--- config.mk ---
export PLATFORM = sky130hd
export DESIGN_NAME = rotation_detector
export DESIGN_NICKNAME = d
export VERILOG_FILES = /design/src/rtl/rot_pkg.sv /design/src/rtl/rot_step.sv /design/src/rtl/rotation_detector.sv
export SDC_FILE = /design/constraint.sdc
export NUM_CORES = 1
export LEC_CHECK = 0
export CORE_MARGIN = 10
export CORE_UTILIZATION = 47
export DETAILED_ROUTE_END_ITERATION = 8
export PLACE_DENSITY_LB_ADDON = 0.2
export SKIP_CTS_REPAIR_TIMING = 1
export SYNTH_ARGS = -nofsm -noshare
export SYNTH_HDL_FRONTEND = slang
export SYNTH_SLANG_ARGS = --single-unit
--- constraint.sdc ---
create_clock -name clk -period 1.91 [get_ports clk]
set_clock_uncertainty 0.05 [all_clocks]
set_input_delay 0.573 -clock clk [delete_from_list [all_inputs] [get_ports clk]]
set_output_delay 0.573 -clock clk [all_outputs]
set_load 0.03 [all_outputs]
--- src/rtl/rot_pkg.sv ---
// Shared definitions for the rotation detector and its rotator neighbours.
//   WIDTH / SHW : data width and rotation-amount width (SHW = log2(WIDTH))
//   state_t     : detector FSM states
//   DIR_RIGHT   : direction encoding, matches the rotator's control polarity
//   rot1()      : single-position rotate, usable as a reference model
package rot_pkg;

  localparam int WIDTH = 16;
  localparam int SHW   = 4;

  localparam logic DIR_RIGHT = 1'b1;

  typedef enum logic [1:0] {
    IDLE   = 2'd0,
    SEARCH = 2'd1,
    DONE   = 2'd2
  } state_t;

  // Right by 1: y[i] = word[i+1]; left by 1: y[i] = word[i-1] (indices mod WIDTH).
  function automatic logic [WIDTH-1:0] rot1(input logic [WIDTH-1:0] word, input logic dir);
    if (dir == DIR_RIGHT) begin
      return {word[0], word[WIDTH-1:1]};
    end
    return {word[WIDTH-2:0], word[WIDTH-1]};
  endfunction

endpackage

--- src/rtl/rot_step.sv ---
// Combinational single-position rotate.
//   a   : input word
//   dir : 1 = rotate right, 0 = rotate left
//   y   : a rotated by one position in direction dir
module rot_step #(
  parameter int WIDTH = 16
) (
  input  logic [WIDTH-1:0] a,
  input  logic             dir,
  output logic [WIDTH-1:0] y
);
  import rot_pkg::*;

  for (genvar gi = 0; gi < WIDTH; gi++) begin : g_bit
    assign y[gi] = (dir == DIR_RIGHT) ? a[(gi + 1) % WIDTH] : a[(gi + WIDTH - 1) % WIDTH];
  end

endmodule

--- src/rtl/rotation_detector.sv ---
// Recovers the rotation amount that maps orig onto rotated, testing one
// candidate amount per cycle.
//   clk, rst            : clock, synchronous active-high reset
//   in_valid / in_ready : request handshake (orig, rotated, dir)
//   out_valid/out_ready : result handshake (amt, found)
//   amt                 : smallest rotation amount that matches (0 if none)
//   found               : 1 when some rotation matches
module rotation_detector #(
  parameter int WIDTH = rot_pkg::WIDTH,
  parameter int SHW   = rot_pkg::SHW
) (
  input  logic             clk,
  input  logic             rst,
  input  logic             in_valid,
  output logic             in_ready,
  input  logic [WIDTH-1:0] orig,
  input  logic [WIDTH-1:0] rotated,
  input  logic             dir,
  output logic             out_valid,
  input  logic             out_ready,
  output logic [SHW-1:0]   amt,
  output logic             found
);
  import rot_pkg::*;

  state_t           state_reg;
  state_t           state_next;
  logic [WIDTH-1:0] work_reg;
  logic [WIDTH-1:0] tgt_reg;
  logic             d_reg;
  logic [SHW-1:0]   k_reg;
  logic [SHW-1:0]   amt_reg;
  logic             found_reg;
  logic [WIDTH-1:0] work_next;
  logic             match;
  logic             last_k;

  rot_step #(.WIDTH(WIDTH)) u_step (
    .a   (work_reg),
    .dir (d_reg),
    .y   (work_next)
  );

  // Compare is checked before the step, so the first hit is the smallest k.
  assign match  = (work_reg == tgt_reg);
  assign last_k = (k_reg == SHW'(WIDTH - 1));

  // State register
  always_ff @(posedge clk) begin
    if (rst) begin
      state_reg <= IDLE;
    end else begin
      state_reg <= state_next;
    end
  end

  // Next-state logic
  always_comb begin
    state_next = state_reg;
    case (state_reg)
      IDLE:    if (in_valid)         state_next = SEARCH;
      SEARCH:  if (match || last_k)  state_next = DONE;
      DONE:    if (out_ready)        state_next = IDLE;
      default:                       state_next = IDLE;
    endcase
  end

  // Datapath: operand latch, candidate counter and result registers
  always_ff @(posedge clk) begin
    if (rst) begin
      work_reg  <= '0;
      tgt_reg   <= '0;
      d_reg     <= 1'b0;
      k_reg     <= '0;
      amt_reg   <= '0;
      found_reg <= 1'b0;
    end else begin
      case (state_reg)
        IDLE: begin
          if (in_valid) begin
            work_reg <= orig;
            tgt_reg  <= rotated;
            d_reg    <= dir;
            k_reg    <= '0;
          end
        end
        SEARCH: begin
          if (match) begin
            amt_reg   <= k_reg;
            found_reg <= 1'b1;
          end else if (last_k) begin
            amt_reg   <= '0;
            found_reg <= 1'b0;
          end else begin
            work_reg <= work_next;
            k_reg    <= k_reg + SHW'(1);
          end
        end
        default: ;
      endcase
    end
  end

  // Outputs: decoded from registered state, result held in registers
  always_comb begin
    in_ready  = (state_reg == IDLE);
    out_valid = (state_reg == DONE);
    amt       = amt_reg;
    found     = found_reg;
  end

endmodule
* Word-level counts from Yosys, hierarchy flattened
Cells that the tools add are included.
Storage, ports and cells: flip-flop bits (word level) 44, input port bits 37, output and inout port bits 7, word-level logic and storage cells 57
Operators by class: add/subtract/negate cells 1, equality and inequality tests 9, multiplexer cells 32, reduce and logical (&&, ||, !) cells 8
Operators with widths (number):
- $mux 16 | 3
- $pmux 16 s2 | 1
- $mux 4 | 5
- $mux 1 | 18
- $eq 16x16->1 | 1
- $ne 2x2->1 const B | 4
- $pmux 4 s2 | 1
- $mux 2 | 3
- $pmux 2 s3 | 1
- $add 4x1->4 const B | 1
- $eq 4x4->1 const B | 1
- $reduce_and 2->1 | 2
- $reduce_and 4->1 | 1
- $reduce_bool 2->1 | 2
- $reduce_and 3->1 | 1
- $eq 2x1->1 const B | 1
- $eq 2x2->1 const B | 1
- $logic_not 2->1 | 1
- $ne 2x1->1 const B | 1
- $logic_or 1x1->1 | 1

* Depth between registers and ports, before layout
depth in word-level cells 4, depth in mapped cells 6, depth with buffers taken out 5

* Modules after synthesis
From an unflattened synthesis, not the netlist that was laid out.
Unflattened totals: cell total of the unflattened synthesis 291, area total of the unflattened synthesis 2529.9 um^2
By module, submodules not included:
- rotation_detector | times used 1, cells an instance 273, area an instance 2280.9 um^2
- rot_step | times used 1, cells an instance 18, area an instance 249.0 um^2

* Worst setup path before layout
OpenSTA, ideal clock, no wires.
path kind flip-flop to flip-flop, from register work_reg[5], to register work_reg[0], setup time 0.121 ns, data arrival time 1.752 ns, slack -0.013 ns, stages on the path, launching flop included 7, period minus slack after synthesis 1.923 ns, cells stage by stage dfxtp_1 > xor2_1 > nor4_2 > nand4_2 > a31oi_4 > buf_12 > mux2_4
On the way: cells in the longest elaborated chain, start to end 3
RTL lines:
- start, declared | line rotation_detector.sv:28 | logic [WIDTH-1:0] work_reg;
- start signal, assigned | line rotation_detector.sv:81 | work_reg <= orig;
- start signal, assigned | line rotation_detector.sv:95 | work_reg <= work_next;
- $eq 16x16->1 | line rotation_detector.sv:45 | assign match = (work_reg == tgt_reg);
- $ne 2x2->1 (no source line)
- $reduce_and 4->1 (no source line)
No other way between the ends. A chain may end at the register's enable or synchronous reset.

* Worst setup path in the final report
from register work_reg[7], to register work_reg[2]
The elaborated chain is that of the path after synthesis.

==> flow_summary.json <==
{
  "die_x_um": 90.7,
  "maxCapViolations": 0,
  "synth_compound_area_share_pct": 14.6,
  "die_h_um": 90.7,
  "overflow": 0,
  "synth_xor_area_share_pct": 5.96,
  "dr.max_layer_used": "met4",
  "worst_slack_ns": -0.0836,
  "synth_top_area_share_pct": 37.4,
  "via_count": 1968,
  "crit_type": "reg2reg",
  "netlist_top_cells_count": "dfxtp_1, nand2_1, a21oi_1",
  "ys_types": 33,
  "r2r_end": "work_reg[2]",
  "synth_nets": 304,
  "cellPowerDensity_nw_per_um2": 734,
  "synth_fa_ha_area_share_pct": 0.532,
  "drc": 0,
  "max_slew.worst_pin.slew_ns": 0.397,
  "synth_simple_gate_area_share_pct": 21.2,
  "viasPerCell": 4.98,
  "cp.required_ns": 2.05,
  "grt_usage_pct": 13.5,
  "route.met3.wl_um": 216,
  "drt_iter0_drc": 145,
  "syn_area_um2": 2350,
  "crit_path_cell_trace": "xor2_1 -> nor4_2 -> nand4_2 -> a31oi_4 -> buf_12 -> mux2_2",
  "grt_pass1_vias": 1973,
  "slew_violations": 0,
  "synth_edf_count": 0,
  "report.final.hold_viol_count": 0,
  "clock-sinks": 44,
  "wl_met1_um": 2970,
  "rsz0062_at_grt": "yes",
  "cts_made_buffers": 5,
  "syn_inst": 266,
  "dr.pass1.iters": 4,
  "place_congestion": 0.806,
  "p_leak_nw": 1.36,
  "synth_flop_cell": "dfxtp_1",
  "end_kind": "flop",
  "cts_max_level": 2,
  "grt_pass1_wl_um": 9390,
  "pre_cts_ws_ns": -0.174,
  "portBuffers": 43,
  "endpoint": "work_reg[2]",
  "holdWs_ns": 0.417,
  "crit_arrival_ns": 2.13,
  "reg2reg_slack_ns": -0.08,
  "yosysTopAreaCell": "dfxtp_1",
  "die_area_um2": 8230,
  "setup_tns_ns": -1.03,
  "synth.yosys.seq_area_share_pct": 37.4,
  "fin_crit_ns": 1.99,
  "clockRootBuffer": "clkbuf_8",
  "relSlewSlack_pct": 73.5,
  "postRouteWirelength_um": 5520,
  "ys_warn_count": 0,
  "dp.cells": 384,
  "synth_area_per_cell_um2": 8.84,
  "violations": "negative setup slack",
  "r2r_cells": 6,
  "worstReg2RegStart": "work_reg[7]",
  "hold_class": "reg2reg",
  "cts_tree": "yes",
  "dpl.hpwl_um": 4080,
  "grt_max_degree": 37,
  "synth-async-reset-ratio_pct": 0,
  "antenna_found_initial": 0,
  "clock.fmax_ghz": 0.502,
  "fin_crit_sh_pct": 104,
  "post_drt_wl_per_cell_um": 14.0,
  "coreArea_um2": 4790,
  "cpPeakStageDelay_ns": 0.36,
  "vdd_drop_max_v": 0.000414,
  "cp_slowest_cell": "nor4_2",
  "cp-startpoint": "work_reg[7]",
  "cp_max_fo": 18,
  "synth.most_common_cell": "dfxtp_1",
  "layout.nets": 365,
  "cts.path.max_buffers": 2,
  "synth-seq-cells": 44,
  "insertion_delay_ns": 0.30,
  "wl_met2_um": 2280,
  "rows": 25,
  "path_clk_slew_ns": 0.09,
  "layout-drive-gt1-share_pct": 21.3,
  "ant_nets": 0,
  "fin_cells": 395,
  "num_antenna_cells": 0,
  "synth_area_leaders": "dfxtp_1, mux2i_1, nand2_1, xor2_1, a211oi_1",
  "start_util_pct": 49.2,
  "status": "finished, violations left",
  "setup_viol_count_final": 21,
  "syn_to_final_growth_pct": 36.0,
  "synth_top_family_by_area": "simple AND/OR/NAND/NOR gates",
  "io_pins": 44,
  "total_power_mw": 2.35,
  "synth_mux_area_share_pct": 15.7,
  "cp-start-kind": "flop"
}
[cell families (layout without fill, tap and decap cells)]
group | Yosys count | in the layout
AND/OR/NAND/NOR | 99 | 99
AO/OA/AOI/OAI | 51 | 51
flip-flops | 44 | 44
multiplexers | 32 | 32
buffers and inverters | 23 | 85
XOR/XNOR | 16 | 16
adder cells (fa/ha/maj) | 1 | 1
[critical path, delay by kind of cell (launching register included)]
family,cells,cell delay [ns]
xor gates and xnor gates,1,0.17
DFF,1,0.34
AOI/OAI and AO/OA,1,0.20
muxes,1,0.35
and+or+nand+nor,2,0.56
buffers and inverters,1,0.19
[report_power, final]
group | leakage, nW | switching (mW) | internal (mW) | total [mW]
Clock | 0.0541 | 0.328 | 0.387 | 0.715
Combinational | 0.939 | 0.256 | 0.327 | 0.582
Sequential | 0.362 | 0.0627 | 0.987 | 1.05
Total | 1.36 | 0.646 | 1.70 | 2.35
[layout make-up]
class                      count  area, um^2
fill                         410        1590
multi-input combinational    199        1390
sequential                    44         886
timing repair buffer          72         712
tap                           67        83.8
clock buffer                   5        68.8
clock inverter                 3        42.5
inverter                       5        18.8
[worst min path at each step]
stage	from	end	slack, ns	cells after the start
6_report	d_reg	d_reg	0.42	2
5_1_grt	d_reg	d_reg	0.43	2
4_1_cts	d_reg	d_reg	0.42	2
3_5_place_dp	d_reg	d_reg	0.41	2
3_3_place_gp	d_reg	d_reg	0.40	2
2_1_floorplan	tgt_reg[10]	tgt_reg[10]	0.40	2
[metal layers]
| layer | GRT usage, % | vias up |
|---|---|---|
| li1 | - | 1046 |
| met5 | 0 | - |
| met1 | 18.9 | 872 |
| met2 | 19.6 | 44 |
| met4 | 3.85 | 0 |
| met3 | 3.49 | 6 |
[stage by stage]
| stage | cell area, um^2 | utilization, % |
|---|---|---|
| finish | 3200 | 66.8 |
| global route | 3200 | 66.8 |
| CTS | 3130 | 65.3 |
| detailed placement | 3020 | 63.0 |
| global placement | 3020 | 63.0 |
| floorplan | 2350 | - |
[cell usage in the layout (no fill, tap or decap), types with 8 or more instances in the layout]
cell             count
nor2b_1             18
mux2_4               8
nor2_1              20
nand2_1             41
a211oi_1            16
mux2_2               8
mux2i_1             16
a21oi_1             20
buf_4               24
xor2_1              15
clkdlybuf4s50_1     35
dfxtp_1             40
Note: power is estimated with default switching activity, not from simulation.
